[src/rtl/demux16_collector.sv]
`default_nettype none
// ============================================================================
// Module   : demux16_collector
// Purpose  : Serial-to-parallel collector. It steers each accepted input bit
//            into one of WIDTH word positions. The position comes from an
//            auto-increment pointer or from an explicit select. Once every
//            position has been written, the word is offered on a
//            valid/ready handshake.
// Revision : 1.0 - initial release
// ============================================================================
module demux16_collector #(
    parameter int WIDTH = 16,
    parameter int SEL_W = 4
) (
    input  logic             clk,
    input  logic             rst_n,
    input  logic             start,
    input  logic             sel_mode,
    input  logic [SEL_W-1:0] sel,
    input  logic             din,
    input  logic             din_valid,
    output logic             din_ready,
    output logic [WIDTH-1:0] word,
    output logic             word_valid,
    input  logic             word_ready,
    output logic [WIDTH-1:0] wr_mask,
    output logic             busy
);

    typedef enum logic [1:0] {
        ST_IDLE = 2'd0,
        ST_FILL = 2'd1,
        ST_HOLD = 2'd2
    } state_t;

    localparam logic [WIDTH-1:0] c_LSB     = {{(WIDTH-1){1'b0}}, 1'b1};
    localparam logic [SEL_W-1:0] c_PTR_INC = {{(SEL_W-1){1'b0}}, 1'b1};

    state_t           r_state;
    state_t           w_state_next;
    logic [WIDTH-1:0] r_word;
    logic [WIDTH-1:0] r_mask;
    logic [SEL_W-1:0] r_ptr;
    logic             r_mode;
    logic             r_busy;

    logic [SEL_W-1:0] w_idx;
    logic [WIDTH-1:0] w_onehot;
    logic [WIDTH-1:0] w_mask_next;
    logic             w_accept;
    logic             w_done;
    logic             w_init;

    // Write-position decode, acceptance and completion detection
    always_comb begin
        w_idx       = r_mode ? sel : r_ptr;
        w_onehot    = c_LSB << w_idx;
        w_accept    = (r_state == ST_FILL) && din_valid;
        w_mask_next = r_mask | w_onehot;
        w_done      = w_accept && (&w_mask_next);
        // A new collection starts from IDLE, or from HOLD in the same cycle
        // that the finished word is taken, so back-to-back words need no gap.
        w_init      = start && ((r_state == ST_IDLE) ||
                                ((r_state == ST_HOLD) && word_ready));
    end

    // Next-state logic
    always_comb begin
        w_state_next = r_state;
        case (r_state)
            ST_IDLE: begin
                if (start) begin
                    w_state_next = ST_FILL;
                end
            end
            ST_FILL: begin
                if (w_done) begin
                    w_state_next = ST_HOLD;
                end
            end
            ST_HOLD: begin
                if (word_ready) begin
                    w_state_next = start ? ST_FILL : ST_IDLE;
                end
            end
            default: begin
                w_state_next = ST_IDLE;
            end
        endcase
    end

    // State register
    always_ff @(posedge clk or negedge rst_n) begin
        if (!rst_n) begin
            r_state <= ST_IDLE;
        end else begin
            r_state <= w_state_next;
        end
    end

    // Word, written-mask, pointer and mode registers
    always_ff @(posedge clk or negedge rst_n) begin
        if (!rst_n) begin
            r_word <= '0;
            r_mask <= '0;
            r_ptr  <= '0;
            r_mode <= 1'b0;
        end else if (w_init) begin
            // The word is left as is, so the last result stays visible.
            r_mask <= '0;
            r_ptr  <= '0;
            r_mode <= sel_mode;
        end else if (w_accept) begin
            r_word[w_idx] <= din;
            r_mask        <= w_mask_next;
            if (!r_mode) begin
                r_ptr <= r_ptr + c_PTR_INC;
            end
        end
    end

    // Registered busy flag, taken from the next state so it tracks the FSM
    always_ff @(posedge clk or negedge rst_n) begin
        if (!rst_n) begin
            r_busy <= 1'b0;
        end else begin
            r_busy <= (w_state_next != ST_IDLE);
        end
    end

    assign din_ready  = (r_state == ST_FILL);
    assign word_valid = (r_state == ST_HOLD);
    assign word       = r_word;
    assign wr_mask    = r_mask;
    assign busy       = r_busy;

endmodule
`default_nettype wire

[config.mk]
export PLATFORM = sky130hd
export DESIGN_NAME = demux16_collector
export DESIGN_NICKNAME = d
export VERILOG_FILES = /design/src/rtl/demux16_collector.sv
export SDC_FILE = /design/constraint.sdc
export NUM_CORES = 1
export LEC_CHECK = 0
export ABC_AREA = 1
export BUFFER_PORTS_ARGS = -buffer_cell sky130_fd_sc_hd__buf_2
export CAP_MARGIN = 20
export CORE_ASPECT_RATIO = 1.1
export CORE_UTILIZATION = 27
export CTS_CLUSTER_SIZE = 25
export DETAILED_ROUTE_END_ITERATION = 8
export GPL_ROUTABILITY_DRIVEN = 0
export SLEW_MARGIN = 20
export SYNTH_ARGS = -nofsm -noshare
export SYNTH_HDL_FRONTEND = slang
export SYNTH_SLANG_ARGS = --single-unit
[constraint.sdc]
create_clock -name clk -period 2.2 [get_ports clk]
set_input_delay 0.55 -clock clk [delete_from_list [all_inputs] [get_ports clk]]
set_output_delay 0.55 -clock clk [all_outputs]
set_load 0.03 [all_outputs]
==> impl_metrics.env, run 1 <==
export IMPL_grt_usage=0.137
export IMPL_final_setup_worst_slack_ns=0.325
export IMPL_hold_viol_final=0
export IMPL_finalSetupViolations=0
export IMPL_fin_nets=323
export IMPL_hold_slack_ns=0.211
export IMPL_overflow=0
export IMPL_relSlewSlack=0.597
export IMPL_grt_first_pass_wirelength_um=8340
export IMPL_critPathMaxFanout=11
export IMPL_synth_seq_cells=40
export IMPL_yosys_warnings=0
export IMPL_post_drt_wl_per_cell_um=12.6
export IMPL_powerDensity_nw_per_um2=1630
export IMPL_grt_max_degree=22
export IMPL_critPathKind="register to register"
export IMPL_power_total_w=0.00405
export IMPL_swShare=0.497
export IMPL_yosysTopAreaCell="dfrtp_1"
export IMPL_clock_path_buffers=2
export IMPL_ctsHoldBuffers=0
export IMPL_skew_ns=0.00421
export IMPL_antenna_found_initial=0
export IMPL_first_global_vias=1720
export IMPL_syn_avg_cell_area_um2=7.73
export IMPL_first_pass_iters=6
export IMPL_utilization=0.348
export IMPL_seqPwrFrac=0.313
export IMPL_cap_violations=0
export IMPL_fin_setup_tns_ns=0
export IMPL_worst_pin_slew_ns=0.605
export IMPL_place_ws_ns=0.213
export IMPL_root_buffer="clkbuf_8"
export IMPL_ir_drop_mv=0.558
export IMPL_clk_pin_slew_worst_paths_ns=0.08
export IMPL_fmax_mhz=533
export IMPL_violations="design-rule violations"
export IMPL_ys_types=18
export IMPL_r2r_cells=11
export IMPL_postRouteAntennaNets=0
export IMPL_cts_tree="built"
export IMPL_syn_cell_area_um2=2030
export IMPL_vias=1752
export IMPL_die_width_um=84.6
export IMPL_drive_above_1_share=0.253
export IMPL_fillers=776
export IMPL_drt_total_wl_um=5010
export IMPL_synth_top_area_share=0.494
export IMPL_drc=3
export IMPL_syn_inst=262
export IMPL_status="finished, violations left"
export IMPL_hpwlAfterDp_um=3760
export IMPL_insertion_delay_ns=0.30
export IMPL_hold_path_class="input pin to asynchronous set/reset pin"
export IMPL_synthTopCellsByArea="dfrtp_1 (49%), nand2_1 (15%), o21ai_0 (9.1%)"
export IMPL_slew_violations=0
export IMPL_end_kind="register"
export IMPL_vias_per_cell=4.41
export IMPL_post_cts_resized=0
export IMPL_power_leakage_nw=1.29
export IMPL_port_buffers=45
export IMPL_power_switching_w=0.00201
export IMPL_postSynth_asyncResetShare=1.00
export IMPL_post_cts_buffers=0
export IMPL_htree_levels=2
export IMPL_num_rows=32
export IMPL_initial_utilization=0.284
export IMPL_crit_arrival_ns=2.07
export IMPL_synth_main_ff_cell="dfrtp_1"
export IMPL_syn_num_nets=274
export IMPL_p_int_w=0.00204
export IMPL_cts_inserted_buffers=5
export IMPL_area_growth_pct=22.5
export IMPL_cts_sinks=40
export IMPL_power_frac_comb=0.523
export IMPL_ff2ff_setup_slack_ns=0.32
export IMPL_clock_power_share=0.164
export IMPL_antenna_cells=0
export IMPL_required_ns=2.39
export IMPL_ys_seq_area_frac=0.494
export IMPL_dieArea_um2=7850
export IMPL_min_period_ns=1.88
export IMPL_critPathLaunchType="register"
export IMPL_period_share=0.852
export IMPL_synth_edf_count=0
export IMPL_rsz0062_at_grt="no"
export IMPL_drtIter0Drc=80
export IMPL_die_height_um=92.8
export IMPL_core_area_um2=7130
export IMPL_ioPinCount=46
==> area by class of cell <==
cell class,count,area (um2),area share
Sequential cell,40,1000,0.404
Multi-Input combinational cell,180,856,0.345
Timing Repair Buffer,47,253,0.102
Inverter,37,139,0.0559
Tap cell,85,106,0.0428
Clock buffer,7,96.3,0.0388
Clock inverter,1,30.0,0.0121
==> state kept, by name, summed over array words and instances (netlist names) <==
register,flops
r_state,2
r_ptr,4
wr_mask,16
r_mode,1
word,16
busy,1
==> cells by family after synthesis <==
family | count (synthesis) | synth area share
compound gates | 40 | 0.101
xor+xnor | 1 | 0.00432
fa+ha+maj | 1 | 0.00618
buf+inv | 42 | 0.0834
flops | 40 | 0.494
simple gates | 138 | 0.311
==> Yosys cell counts (2+ instances only) <==
cell and n:
clkbuf_1 3, nand2_1 83, nor2_4 7, dfrtp_1 40, nand2_2 13, nand3_1 18
o21ai_0 37, nor2_1 15, a21oi_1 2, inv_1 36
==> critical path, cell delays in order, from the launching register on <==
cell,delay [ns]
dfrtp_2,0.51
inv_2,0.12
nand2_1,0.10
nand2_2,0.08
nor2_2,0.26
nand2_1,0.09
nand2_1,0.08
nand3_1,0.08
nor2_1,0.14
nand3_1,0.10
a21oi_2,0.14
nand2_1,0.06
==> final timing paths <==
path | to | startpoint
setup / recovery | busy$_DFF_PN0_ | r_mode$_DFFE_PN0P_
hold / removal | r_ptr[2]$_DFFE_PN0P_ | rst_n
setup reg to reg | busy$_DFF_PN0_ | r_mode$_DFFE_PN0P_
hold reg to reg | word[11]$_DFFE_PN0P_ | word[11]$_DFFE_PN0P_
max in group asynchronous | r_mode$_DFFE_PN0P_ | rst_n
min in group clk | r_mode$_DFFE_PN0P_ | sel_mode
==> metrics by stage <==
step | cell area (um2) | instances
after CTS | 2480 | 397
final | 2480 | 397
after global routing | 2480 | 397
after global placement | 2350 | 389
after detailed placement | 2350 | 389
after floorplan | 2030 | 262
==> power groups by stage <==
| stage | clock [W] | combinational (W) | sequential, W |
|---|---|---|---|
| after floorplan | 0 | 0.00108 | 0.00176 |
| after global placement | 0 | 0.00210 | 0.00127 |
| after detailed placement | 0 | 0.00212 | 0.00128 |
| after CTS | 0.000681 | 0.00213 | 0.00127 |
| after global routing | 0.000722 | 0.00235 | 0.00131 |
| final | 0.000665 | 0.00211 | 0.00127 |
==> routing by layer <==
metal | GRT usage | wire (um) | vias to the layer above
met3 | 0.0357 | 245 | 7
li1 | - | - | 905
met5 | 0 | 0 | -
met2 | 0.216 | 2280 | 37
met1 | 0.182 | 2420 | 803
met4 | 0.0494 | 58 | 0
==> placed cells by master, fill, tap and decap left out <==
master,n
a21oi_1,2
a21oi_2,1
buf_12,1
buf_2,45
buf_4,1
bufinv_16,1
clkbuf_8,7
dfrtp_1,39
dfrtp_2,1
ha_1,1
inv_1,36
inv_2,1
nand2_1,83
nand2_2,13
nand3_1,18
nand4_1,1
nor2_1,15
nor2_2,1
nor2_4,7
o21ai_0,37
xor2_1,1
No activity file was read; power rests on OpenSTA's default activity.
==> run 2, diff against run 1 <==
==> constraint.sdc (replaced) <==
create_clock -name clk -period 2.2 [get_ports clk]
set_input_delay 0.44 -clock clk [delete_from_list [all_inputs] [get_ports clk]]
set_output_delay 0.44 -clock clk [all_outputs]
set_load 0.03 [all_outputs]
==> impl_metrics.env, run 2 (same netlist as run 1, synthesis figures left out) <==
export IMPL_final_cell_mix="nand2_1 (83), buf_2 (45), dfrtp_1 (39)"
export IMPL_power_leakage_nw=1.29
export IMPL_clock_path_buffers=2
export IMPL_skew_ns=0.00537
export IMPL_grt_max_degree=22
export IMPL_crit_arrival_ns=2.02
export IMPL_period_share=0.837
export IMPL_cts_tree="built"
export IMPL_core_area_um2=7130
export IMPL_post_cts_resized=0
export IMPL_hold_viol_final=0
export IMPL_rsz0062_at_grt="no"
export IMPL_vias_per_cell=4.45
export IMPL_layout_commonest_cell="nand2_1"
export IMPL_ctsHoldBuffers=0
export IMPL_area_growth_pct=22.5
export IMPL_slew_violations=0
export IMPL_ir_drop_mv=0.581
export IMPL_critPathKind="register to register"
export IMPL_hold_path_class="input pin to asynchronous set/reset pin"
export IMPL_grt_first_pass_wirelength_um=8470
export IMPL_stdcell_count=397
export IMPL_cts_sinks=40
export IMPL_fillers=769
export IMPL_die_width_um=84.6
export IMPL_dieArea_um2=7850
export IMPL_fin_nets=323
export IMPL_clk_pin_slew_worst_paths_ns=0.08
export IMPL_end_kind="register"
export IMPL_first_pass_iters=7
export IMPL_vias=1766
export IMPL_critPathMaxFanout=11
export IMPL_hpwlAfterDp_um=3690
export IMPL_post_drt_wl_per_cell_um=12.2
export IMPL_num_rows=32
export IMPL_required_ns=2.37
export IMPL_drtIter0Drc=126
export IMPL_design_area_um2=2480
export IMPL_antenna_cells=0
export IMPL_fin_setup_tns_ns=0
export IMPL_violations="design-rule violations"
export IMPL_insertion_delay_ns=0.29
export IMPL_finalSetupViolations=0
export IMPL_die_height_um=92.8
export IMPL_relSlewSlack=0.614
export IMPL_post_cts_buffers=0
export IMPL_place_ws_ns=0.243
export IMPL_htree_levels=2
export IMPL_initial_utilization=0.284
export IMPL_first_global_vias=1778
export IMPL_ioPinCount=46
export IMPL_final_setup_worst_slack_ns=0.358
export IMPL_cts_inserted_buffers=5
export IMPL_worst_pin_slew_ns=0.578
export IMPL_postRouteAntennaNets=0
export IMPL_critPathLaunchType="register"
export IMPL_antenna_found_initial=0
export IMPL_drc=3
export IMPL_drive_above_1_share=0.253
export IMPL_cap_violations=0
export IMPL_status="finished, violations left"
export IMPL_overflow=0
export IMPL_port_buffers=45
export IMPL_root_buffer="clkbuf_8"
export IMPL_fmax_mhz=543
export IMPL_powerDensity_nw_per_um2=1620
export IMPL_dpl_instance_area_um2=2350
export IMPL_grt_usage=0.138
export IMPL_drt_total_wl_um=4840
export IMPL_min_period_ns=1.84
export IMPL_dpl_cell_count=389
-- run 2: cell counts in the layout (fill, tap and decap cells not counted) --
Identical to the previous run, type by type.
-- run 2: path summary, 6_finish.rpt --
kind	from	endpoint	slack, ns	depth (start not counted)
min	rst_n	r_ptr[2]$_DFFE_PN0P_	0.11	1
max in group asynchronous	rst_n	r_mode$_DFFE_PN0P_	1.60	2
max reg2reg	r_mode$_DFFE_PN0P_	busy$_DFF_PN0_	0.36	13
max	r_mode$_DFFE_PN0P_	busy$_DFF_PN0_	0.36	13
min in group clk	sel_mode	r_mode$_DFFE_PN0P_	0.39	3
min reg2reg	word[9]$_DFFE_PN0P_	word[9]$_DFFE_PN0P_	0.48	2
-- run 2: report_power, final --
group	total [W]	switching, W	internal, W	leakage, nW
clock	0.000650	0.000250	0.000400	0.0645
combinational	0.00212	0.00153	0.000590	0.728
sequential	0.00126	0.000210	0.00105	0.498
-- run 2: cell type report --
type / count / area, um2 / share of cell area
tap: 85 / 106 / 0.0428
clock buffer: 7 / 96.3 / 0.0388
timing repair buffer: 47 / 253 / 0.102
multi-input combinational: 180 / 856 / 0.345
sequential: 40 / 1000 / 0.404
inverter: 37 / 139 / 0.0559
clock inverter: 1 / 30.0 / 0.0121
-- run 2: per-layer routing --
metal	up-vias	global-route usage	share of wire
li1	907	-	-
met1	814	0.184	0.48
met2	39	0.225	0.47
met3	6	0.0312	0.046
met4	0	0.0339	0.0074
met5	-	0	0
-- run 2: worst max-delay path: stages, from the launching register on --
cell	delay, ns
dfrtp_2	0.50
inv_2	0.12
nand2_1	0.10
nand2_2	0.08
nor2_4	0.23
nand2_1	0.09
nand2_1	0.08
nand2_1	0.06
inv_1	0.05
nand2_1	0.04
nor2_1	0.09
nand3_1	0.09
a21oi_2	0.15
nand2_1	0.06
-- run 2: through the flow --
stage	hold WS [ns]	util	power, W
2_1_floorplan	0.144	-	0.00283
3_3_place_gp	0.440	0.330	0.00338
3_5_place_dp	0.442	0.330	0.00340
4_1_cts	0.128	0.348	0.00407
5_1_grt	0.141	0.348	0.00439
6_report	0.113	0.348	0.00403
==> run 3, diff against run 2 <==
==> constraint.sdc (replaced) <==
create_clock -name clk -period 1.5 [get_ports clk]
set_input_delay 0.3 -clock clk [delete_from_list [all_inputs] [get_ports clk]]
set_output_delay 0.3 -clock clk [all_outputs]
set_load 0.03 [all_outputs]
==> impl_metrics.env, run 3 (same netlist as run 1, synthesis figures left out) <==
export IMPL_powerDensity_nw_per_um2=2410
export IMPL_fmax_mhz=554
export IMPL_port_buffers=45
export IMPL_dpl_cell_count=412
export IMPL_grt_usage=0.141
export IMPL_insertion_delay_ns=0.29
export IMPL_drive_above_1_share=0.408
export IMPL_final_setup_worst_slack_ns=-0.306
export IMPL_fin_setup_tns_ns=-1.05
export IMPL_drt_total_wl_um=5580
export IMPL_violations="design-rule violations, negative setup slack"
export IMPL_final_cell_mix="nand2_1 (69), buf_2 (45), dfrtp_1 (39)"
export IMPL_post_drt_wl_per_cell_um=13.0
export IMPL_skew_ns=0.00427
export IMPL_num_rows=32
export IMPL_hpwlAfterDp_um=4040
export IMPL_stdcell_count=428
export IMPL_htree_levels=2
export IMPL_crit_arrival_ns=1.99
export IMPL_core_area_um2=7130
export IMPL_first_pass_iters=8
export IMPL_worst_pin_slew_ns=0.431
export IMPL_critPathMaxFanout=7
export IMPL_layout_commonest_cell="nand2_1"
export IMPL_slowest_delay_ns=0.45
export IMPL_postRouteAntennaNets=0
export IMPL_ioPinCount=46
export IMPL_rsz0062_at_grt="yes"
export IMPL_cp_slowest_cell="dfrtp_2"
export IMPL_overflow=0
export IMPL_clk_pin_slew_worst_paths_ns=0.08
export IMPL_first_global_vias=1867
export IMPL_hold_path_class="input pin to register"
export IMPL_die_width_um=84.6
export IMPL_required_ns=1.69
export IMPL_end_kind="register"
export IMPL_vias_per_cell=4.46
export IMPL_utilization=0.411
export IMPL_power_leakage_nw=1.49
export IMPL_fin_nets=354
export IMPL_crit_chain="buf_6 > nand2_2 > nand2_2 > nor2_4 > nand2_1 > nand2_1 > nand2_1 > inv_1 > nand2_1 > nor2_1 > nand3_1 > a21oi_2 > nand2_1"
export IMPL_clock_path_buffers=2
export IMPL_antenna_cells=0
export IMPL_dieArea_um2=7850
export IMPL_hold_viol_final=0
export IMPL_hold_slack_ns=0.227
export IMPL_finalSetupViolations=13
export IMPL_grt_first_pass_wirelength_um=8660
export IMPL_cts_sinks=40
export IMPL_cap_violations=0
export IMPL_multiInputGateArea_um2=1030
export IMPL_vias=1909
export IMPL_drc=1
export IMPL_crit_top_cell="nand2_1"
export IMPL_ir_drop_mv=0.843
export IMPL_die_height_um=92.8
export IMPL_fillers=728
export IMPL_initial_utilization=0.284
export IMPL_antenna_found_initial=0
export IMPL_drtIter0Drc=139
export IMPL_seq_area_um2=1000
export IMPL_relSlewSlack=0.712
export IMPL_grt_max_degree=21
export IMPL_root_buffer="clkbuf_8"
export IMPL_status="finished, violations left"
export IMPL_critPathKind="register to register"
export IMPL_area_growth_pct=44.6
export IMPL_min_period_ns=1.81
export IMPL_period_share=1.20
export IMPL_slew_violations=0
export IMPL_critPathLaunchType="register"
export IMPL_cts_tree="built"
export IMPL_cts_inserted_buffers=5
## run 3: cell types whose count changed in the layout (fill, tap and decap cells not counted), moves of 2 or more
| cell | previous run | this run |
|---|---|---|
| buf_4 | 1 | 24 |
| buf_6 | 0 | 6 |
| inv_1 | 36 | 34 |
| nand2_1 | 83 | 69 |
| nand2_2 | 13 | 17 |
| nand2_4 | 0 | 10 |
| nand3_1 | 18 | 8 |
| nand3_2 | 0 | 8 |
| nand3_4 | 0 | 2 |
| nor2_1 | 15 | 11 |
| nor2_4 | 7 | 10 |
## run 3: metal layers
layer  vias to the layer above  wire (um)  global-route usage
li1                        971          -                   -
met1                       886       2460               0.178
met2                        42       2790               0.239
met3                        10        241              0.0276
met4                         0         90              0.0551
met5                         -          0                   0
## run 3: layout make-up
type,instances,area share
multi-input combinational,180,0.353
sequential,40,0.342
timing repair buffer,78,0.177
inverter,37,0.0483
tap,85,0.0363
clock buffer,7,0.0329
clock inverter,1,0.0103
## run 3: what timing repair did
item,CTS,global route
gates resized for setup,12,36
pin swaps,11,15
endpoints found under the setup margin,9,19
hold buffers,1,0
hold endpoints to repair,14,0
setup buffers,1,7
## run 3: metrics by stage
| step | instance area, um2 | worst slack [ns] | power [W] |
|---|---|---|---|
| global route | 2930 | -0.442 | 0.00758 |
| CTS | 2750 | -0.257 | 0.00665 |
| detailed placement | 2560 | -0.267 | 0.00551 |
| global placement | 2560 | -0.242 | 0.00547 |
| finish | 2930 | -0.306 | 0.00707 |
| floorplan | 2060 | -0.0289 | 0.00421 |
## run 3: power by group
group | internal (W) | total [W] | switching [W] | leakage, nW
sequential | 0.00154 | 0.00181 | 0.000275 | 0.498
combinational | 0.00156 | 0.00429 | 0.00272 | 0.932
clock | 0.000587 | 0.000973 | 0.000386 | 0.0645
## run 3: worst paths after layout
check | startpoint | to | slack, ns | depth (start not counted)
min in group asynchronous | rst_n | r_ptr[2]$_DFFE_PN0P_ | 0.45 | 2
worst min-delay path | sel_mode | r_mode$_DFFE_PN0P_ | 0.23 | 3
worst min register to register | word[9]$_DFFE_PN0P_ | word[9]$_DFFE_PN0P_ | 0.49 | 2
worst max register to register | r_mode$_DFFE_PN0P_ | busy$_DFF_PN0_ | -0.31 | 13
worst max-delay path | r_mode$_DFFE_PN0P_ | busy$_DFF_PN0_ | -0.31 | 13
max in group asynchronous | rst_n | word[13]$_DFFE_PN0P_ | 0.47 | 3
## run 3: critical path, delay by kind of cell, from the launching register on
family	cells	cell delay, ns
AND/OR/NAND/NOR	10	0.91
flip-flops	1	0.45
AO/OA/AOI/OAI	1	0.15
buffers and inverters	2	0.19
